### config.mk
export PLATFORM = sky130hd
export DESIGN_NAME = mul_inject_arbiter
export DESIGN_NICKNAME = d
export VERILOG_FILES = /design/src/rtl/mul_inject_arbiter.sv
export SDC_FILE = /design/constraint.sdc
export NUM_CORES = 1
export LEC_CHECK = 0
export CAP_MARGIN = 15
export CORE_ASPECT_RATIO = 1.1
export CORE_MARGIN = 5
export CORE_UTILIZATION = 40
export CTS_BUF_LIST = sky130_fd_sc_hd__clkbuf_4 sky130_fd_sc_hd__clkbuf_8
export CTS_CLUSTER_DIAMETER = 200
export CTS_CLUSTER_SIZE = 28
export DETAILED_ROUTE_END_ITERATION = 12
export PLACE_DENSITY = 0.83
export SLEW_MARGIN = 30
export SYNTH_ARGS = -nofsm -noshare
export SYNTH_HDL_FRONTEND = slang
export SYNTH_SLANG_ARGS = --single-unit
### constraint.sdc
create_clock -name clk -period 2.5 [get_ports clk]
set_clock_uncertainty 0.15 [all_clocks]
set_input_delay 0.5 -clock clk [delete_from_list [all_inputs] [get_ports clk]]
set_output_delay 0.5 -clock clk [all_outputs]
set_load 0.005 [all_outputs]
### src/rtl/mul_inject_arbiter.sv
// mul_inject_arbiter
//   Sits between instruction fetch and decode. When a multiply (MULI, MULR,
//   MULSI, MULSR) shows up in the fetched stream it is removed from the
//   stream. The arbiter then launches the multiply microcode sequencer with
//   the latched operand fields and stalls fetch. It forwards the sequencer's
//   instructions to ID until the sequencer releases. On release it strobes
//   the saved flags back to execute. A watchdog aborts a sequencer that
//   never releases.
//
// Ports
//   clk, rst               clock; asynchronous active-high reset
//   fetch_instr/valid      instruction stream from fetch
//   stall_fetch            fetch holds PC and instruction
//   id_instr               instruction presented to ID
//   flags_in               current NZCV (the sequencer saves these itself)
//   start_mul              one-cycle sequencer launch pulse
//   mul_dest/src/imm/type  latched operand fields of the MUL
//   rf_raddr, rf_rdata     register-file read of the multiplier operand
//   read_data_second       multiplier value handed to the sequencer
//   ucode_instr/mux_ctrl   sequencer instruction and its valid
//   mul_release            sequencer done pulse
//   ucode_flags            saved flags returned by the sequencer
//   flags_restore(_valid)  flags write-back and its one-cycle strobe
//   timeout_err            sticky watchdog abort
//   inject_count           instructions injected for the current MUL
module mul_inject_arbiter #(
  parameter logic [6:0] MULI_OP  = 7'b0010011,
  parameter logic [6:0] MULR_OP  = 7'b0110011,
  parameter logic [6:0] MULSI_OP = 7'b0011011,
  parameter logic [6:0] MULSR_OP = 7'b0111011,
  parameter int unsigned TIMEOUT = 70000
) (
  input  logic        clk,
  input  logic        rst,
  input  logic [31:0] fetch_instr,
  input  logic        fetch_valid,
  output logic        stall_fetch,
  output logic [31:0] id_instr,
  input  logic [3:0]  flags_in,
  output logic        start_mul,
  output logic [3:0]  mul_dest,
  output logic [3:0]  mul_src,
  output logic [15:0] mul_imm,
  output logic [1:0]  mul_type,
  output logic [3:0]  rf_raddr,
  input  logic [31:0] rf_rdata,
  output logic [31:0] read_data_second,
  input  logic [31:0] ucode_instr,
  input  logic        ucode_mux_ctrl,
  input  logic        mul_release,
  input  logic [3:0]  ucode_flags,
  output logic [3:0]  flags_restore,
  output logic        flags_restore_valid,
  output logic        timeout_err,
  output logic [15:0] inject_count
);

  localparam logic [31:0] NOP = {5'b11001, 27'b0};
  localparam logic [16:0] WD_LAST = 17'(TIMEOUT - 1);

  typedef enum logic [1:0] {IDLE, LAUNCH, WAIT} state_t;

  state_t      state;
  logic [16:0] wd_cnt;
  logic        is_mul;
  logic [1:0]  det_type;

  // The sequencer snapshots NZCV on its own; flags_in is not needed here.
  logic unused_flags;
  assign unused_flags = ^flags_in;

  always_comb begin
    is_mul   = 1'b0;
    det_type = 2'd0;
    if (fetch_valid) begin
      unique case (fetch_instr[31:25])
        MULI_OP:  begin is_mul = 1'b1; det_type = 2'd0; end
        MULR_OP:  begin is_mul = 1'b1; det_type = 2'd1; end
        MULSI_OP: begin is_mul = 1'b1; det_type = 2'd2; end
        MULSR_OP: begin is_mul = 1'b1; det_type = 2'd3; end
        default:  begin is_mul = 1'b0; det_type = 2'd0; end
      endcase
    end
  end

  // ID mux, stall and launch are decoded from the state register.
  // The register variants (MULR/MULSR) have mul_type[0] set.
  always_comb begin
    id_instr         = NOP;
    stall_fetch      = 1'b0;
    start_mul        = 1'b0;
    read_data_second = 32'd0;
    case (state)
      IDLE: begin
        if (fetch_valid && !is_mul) id_instr = fetch_instr;
      end
      LAUNCH: begin
        start_mul   = 1'b1;
        stall_fetch = 1'b1;
        if (mul_type[0]) read_data_second = rf_rdata;
      end
      WAIT: begin
        stall_fetch = 1'b1;
        if (ucode_mux_ctrl) id_instr = ucode_instr;
      end
      default: begin
        id_instr = NOP;
      end
    endcase
  end

  always_ff @(posedge clk or posedge rst) begin
    if (rst) begin
      state               <= IDLE;
      wd_cnt              <= 17'd0;
      mul_dest            <= 4'd0;
      mul_src             <= 4'd0;
      mul_imm             <= 16'd0;
      mul_type            <= 2'd0;
      rf_raddr            <= 4'd0;
      flags_restore       <= 4'd0;
      flags_restore_valid <= 1'b0;
      timeout_err         <= 1'b0;
      inject_count        <= 16'd0;
    end else begin
      flags_restore_valid <= 1'b0;
      case (state)
        IDLE: begin
          if (is_mul) begin
            mul_dest <= fetch_instr[24:21];
            mul_src  <= fetch_instr[20:17];
            mul_imm  <= fetch_instr[15:0];
            mul_type <= det_type;
            rf_raddr <= fetch_instr[16:13];
            state    <= LAUNCH;
          end
        end
        LAUNCH: begin
          wd_cnt       <= 17'd0;
          inject_count <= 16'd0;
          state        <= WAIT;
        end
        WAIT: begin
          // An instruction presented alongside the release is still counted.
          if (ucode_mux_ctrl && inject_count != 16'hFFFF)
            inject_count <= inject_count + 16'd1;
          if (mul_release) begin
            flags_restore       <= ucode_flags;
            flags_restore_valid <= 1'b1;
            state               <= IDLE;
          end else if (wd_cnt == WD_LAST) begin
            // TIMEOUT cycles spent in WAIT: abort without restoring flags.
            timeout_err <= 1'b1;
            state       <= IDLE;
          end else begin
            wd_cnt <= wd_cnt + 17'd1;
          end
        end
        default: state <= IDLE;
      endcase
    end
  end

endmodule
Word-level counts from Yosys, hierarchy flattened:

Cells that the tools add are included.

* flip-flop bits (word level): 71
* latch bits: 0
* RAM bits: 0
* bits in read-only memories: 0
* word-level logic and storage cells: 62
* memories: 0

* add/sub/neg operators: 2
* multipliers: 0
* divide/modulo/power cells: 0
* order comparisons: 0
* eq/ne operators: 13
* shift operators: 0
* multiplexer cells: 22
* bitwise operators: 1
* reductions and logical operators: 13

Operator list (number)
* two-way mux 32 bit: 4
* case mux 32 bit (2 select lines): 1
* two-way mux 17 bit: 2
* case mux 17 bit (2 select lines): 1
* case mux 16 bit (2 select lines): 1
* adder 17 x 1 -> 17 bit (second input constant): 1
* == test 17 bit (second input constant): 1
* adder 16 x 1 -> 16 bit (second input constant): 1
* two-way mux 16 bit: 1
* inequality test 16 bit (second input constant): 1
* == test 7 x 5 -> 1 bit (second input constant): 2
* == test 7 x 6 -> 1 bit (second input constant): 2
* case mux 2 bit (3 select lines): 2
* two-way mux 2 bit: 4
* inequality test 2 bit (second input constant): 4
* AND reduction 2 bit: 4
* two-way mux 1 bit: 6
* AND reduction 3 bit: 2
* OR reduction 4 bit: 1
* inequality test 3 bit (second input constant): 1
* == test 2 x 1 -> 1 bit (second input constant): 1
* == test 2 bit (second input constant): 1
* logical AND 1 bit: 2
* logical NOT 2 bit: 1
* other kinds (4): 4

Longest topological paths before layout:

* word-level depth: 8
* mapped depth: 8

Worst setup path after synthesis:

Ideal clock, no wire load.

* path type: register -> output
* start point: reg state[0]
* end point: out id_instr[17]
* arrival: 1713 ps
* data required time: 1850 ps
* slack: 137 ps
* cell stages (with the launch flop): 8
* path buffers: 3
* cell sequence: dfrtp_1 inv_1 ha_1 and2_1 clkbuf_1 clkbuf_1 clkbuf_1 a22o_1

* cells in the longest elaborated chain, start to end: 2
* elaborated cells between the ends (all ways): 3
* classes of those cells: eq/ne: 1; mux: 1; reduce/logical: 1

Ends and longest elaborated chain
* start, declared: line 63 `state_t state;`
* start signal, assigned: line 114 `state <= IDLE;`
* start signal, assigned: line 135 `state <= LAUNCH;`
* start signal, assigned: line 141 `state <= WAIT;`
* == test 2 bit / logical NOT 2 bit (equally long branches): line 93 `case (state)`
* case mux 32 bit (2 select lines) (*): line 93
* end, declared: line 38 `output logic [31:0] id_instr,`

Every way passes the cells marked *; elsewhere a longest branch is shown, timed or not.

Final worst setup path:

* start point: reg state[0]
* end point: out read_data_second[25]

* cells in the longest elaborated chain, start to end: 2

Ends and longest elaborated chain
* == test 2 x 1 -> 1 bit: line 93
* two-way mux 32 bit: line 93
* end, declared: line 47 `output logic [31:0] read_data_second,`

Every way passes these cells.

==> qor.log <==
[drt] Antenna Violating Nets Remaining 0
[layout] final non-filler cell area 6790 sq um
[floorplan] initial cell density of the core 40.9%
[global_routing] remaining global-route overflow 0
[layout] most common cell after layout, fill and taps aside clkdlybuf4s50_1
[floorplan] site row count 38
[floorplan] top-level I/O count 227
[cts] clock transition time at the flip-flop clock pins of the worst setup and hold paths 70 ps
[timing] f_max 407 MHz
[synthesis] number of enable-type register cells in the synthesized netlist 0
[drt] first-pass detailed-route iteration total 4
[cts] number of sinks driven by the clock tree 68
[timing] fin crit share 98.4%
[drt] DRC violation total after the first TritonRoute iteration 228
[floorplan] Chip Width 106 um
[min_path] worst hold path class flip-flop to flip-flop
[critical_path] Startpoint Class flip-flop
[timing] number of endpoints with negative hold slack in the final report 0
[cts] Skew-Pair Late Insertion Delay 340 ps
[timing] aggregate negative setup slack 0 ps
[layout] most used cells in the layout excluding fill and tap cells 153 x clkdlybuf4s50_1, 67 x dfrtp_1, 37 x mux2_2, 35 x a22o_1, 35 x and3_1
[critical_path] startpoint-to-endpoint class of the critical path flip-flop to primary output
[critical_path] cell repeated most along the worst path buf_4
[place] worst slack at placement -498 ps
[timing] Setup-failing EPs final 0
[layout] number of diodes added for antenna fixing 0
[cts] clock buffer depth 2
[power_and_ir_drop] total power per unit cell area 683 nW/um^2
[global_routing] antenna violations before repair 0
[place] total placed instance area 6500 sq um
[critical_path] worst endpoint required time 1850 ps
[drt] detailed-route DRC error count 0
[synthesis] async set or reset register ratio after synthesis 100%
[synthesis] flip-flop and latch count after synthesis 68
[global_routing] number of global-route vias before repair 4385
[timing] time the worst path needs with I/O delays and setup 2460 ps
[layout] Filler cells 788
[run_status] run status finished clean
[place] Detail Placement HPWL 10900 um
[timing] relative slew slack 60.4%
[layout] layout cells sized above 1 21.3%
[global_routing] wire length of the first global-routing pass 23100 um
[critical_path] worst path buffer plus inverter count 4
[power_and_ir_drop] static leakage power 0.00332 uW
[cts] clock tree root driver cell clkbuf_8
[synthesis] instance count of the mapped netlist 410
[critical_path] CP endpoint kind primary output
[floorplan] Core Region 9840 sq um
[cts] clock tree from TritonCTS yes
[cts] CTS hold repair buffers 0
[layout] area grow syn2layout 68.7%
[cts] total CTS buffers 9
[synthesis] net count after synthesis 524
[synthesis] cell area after technology mapping 4030 sq um
[synthesis] mean post-synth cell area 9.82 sq um
[drt] per-cell routed wire length 19.1 um
[cts] H-Tree Depth 3
[critical_path] worst-path maximum fanout 17
[synthesis] Synth warnings 0
[drt] number of vias per cell after detailed routing 5.63
[timing] Worst-Margin Slew 590 ps
[floorplan] vertical extent of the die 115 um
[flow_run] Max-cap violations 0
[power_and_ir_drop] worst vdd ir 0.448 mV
[synthesis] count of different cell masters after synthesis 58
[place] PortBufs 222
[global_routing] maximum number of pins on one net before global-route repair 69
[timing] Final Max Tran Viols 0
[critical_path] cell-by-cell trace of the critical path buf_4, ha_4, buf_4, buf_12, and3_1, dlygate4sd2_1
[critical_path] stage delay of the slowest cell on the critical path 400 ps
[layout] combined flip-flop and latch cell area 1700 sq um
[critical_path] arrival time at the worst endpoint 1810 ps
[critical_path] Critical Path Slowest Stage Cell dfrtp_1
[floorplan] die footprint 12200 sq um
[global_routing] all-layer global routing usage 23.5%
[synthesis] Primary FF master, synth dfrtp_1
[layout] combined area of the multi-input logic cells 2220 sq um
[synthesis] sequential cell area fraction in the yosys report 42.2%
[layout] final core occ 69.0%
[critical_path] crit-path leading delay family buffers and inverters
[place] routability congestion estimate from global placement 0.898
[layout] nets@finish 765
[timing] crit path setup slack, layout 40.5 ps
[drt] total routed wirelength 14800 um
[drt] vias post-DR 4365
[power_and_ir_drop] overall power 4640 uW
==> routing by layer <==
metal / share of wire (%) / vias up / global-route usage [%] / routed length [um]
met2: 54 / 168 / 42.9 / 7980
li1: - / 2061 / - / -
met5: 0 / - / 0 / 0
met3: 6.1 / 11 / 5.56 / 910
met1: 40 / 2125 / 29.1 / 5870
met4: 0.47 / 0 / 3.63 / 70
==> where the power goes <==
group,total (uW),switching [uW],internal [uW]
Combinational,2320,956,1370
Clock,798,420,377
Sequential,1520,199,1320
Total,4640,1580,3060
==> cell usage after synthesis, types with 2 or more instances <==
cell       number  area [sq um]
a211o_1         2          17.5
a21oi_1        14          70.1
a221o_1         4          40.0
a22o_1         35           307
a2bb2oi_1       2          17.5
a31oi_1         2          12.5
a41oi_1         2          17.5
and2_1          2          12.5
and3_1         35           219
buf_2           2          10.0
buf_4           3          22.5
clkbuf_1       21          78.8
dfrtp_1        68          1700
ha_1            5          62.6
inv_1          15          56.3
mux2_2         37           417
nand2_1        27           101
nand2b_1        2          12.5
nand3_1        17          85.1
nand4_1         9          56.3
nand4_2         2          25.0
nor2_1         18          67.6
nor2b_1         2          12.5
nor3_1         12          60.1
nor3b_1         3          22.5
nor4_1          9          56.3
nor4b_1         3          26.3
nor4bb_1        2          20.0
o211ai_1        2          15.0
o21a_1          3          22.5
o21ai_0        15          75.1
o21bai_1        2          15.0
o221ai_1        3          26.3
o22a_1          2          17.5
o31ai_1         2          15.0
or3_1           2          12.5
or4_1           3          22.5
==> path summary, 6_finish.rpt <==
path	from	end	slack, ps	cells after the start
max in group asynchronous	rst	wd_cnt[12]$_DFFE_PP0P_	1500	3
worst min register to register	timeout_err$_DFFE_PP0P_	timeout_err$_DFFE_PP0P_	350	1
worst max register to register	inject_count[0]$_DFFE_PP0P_	inject_count[3]$_DFFE_PP0P_	240	5
min in group asynchronous	rst	mul_type[1]$_DFFE_PP0P_	410	3
worst max-delay path	state[0]$_DFFE_PP0P_	read_data_second[25]	40	6
worst min-delay path	timeout_err$_DFFE_PP0P_	timeout_err$_DFFE_PP0P_	350	1
==> layout make-up <==
| class | count | share of cell area [%] |
|---|---|---|
| repair buffers | 256 | 36.7 |
| multi-input cells | 300 | 32.7 |
| well taps | 120 | 2.21 |
| clock inverters | 5 | 0.424 |
| clock buffers | 11 | 2.04 |
| flip-flops and latches | 68 | 25.1 |
| inverters | 16 | 0.884 |
==> sequential cells by signal, indices dropped and copies added, names as in the netlist <==
name,cells
rf_raddr,2
state,2
mul_dest,4
flags_restore,4
wd_cnt,17
mul_src,4
flags_restore_valid,1
inject_count,16
mul_type,2
mul_imm,15
timeout_err,1
==> per-stage QoR <==
step / hold slack (ps) / instances
floorplan: 318 / 410
global placement: 315 / 745
detailed placement: 320 / 745
CTS: 348 / 772
global route: 364 / 776
finish: 347 / 776
==> kinds of logic (layout without fill, tap and decap cells) <==
kind of cell             count (synthesis)  count (layout)  share of synthesized area [%]
buffers and inverters                   42             288                           4.26
AO/OA/AOI/OAI                          100             100                           18.9
flip-flops                              68              68                           42.2
adder cells (fa/ha/maj)                  5               5                           1.55
AND/OR/NAND/NOR                        157             157                           22.5
multiplexers                            38              38                           10.6
==> what timing repair did <==
action	CTS	global route
endpoints found under the setup margin	65	42
buffers inserted	6	5
gates resized for setup	145	33
cloned	5	0
endpoints found under the hold margin	0	0
pin swaps	7	5
No activity file was read; power rests on OpenSTA's default activity.
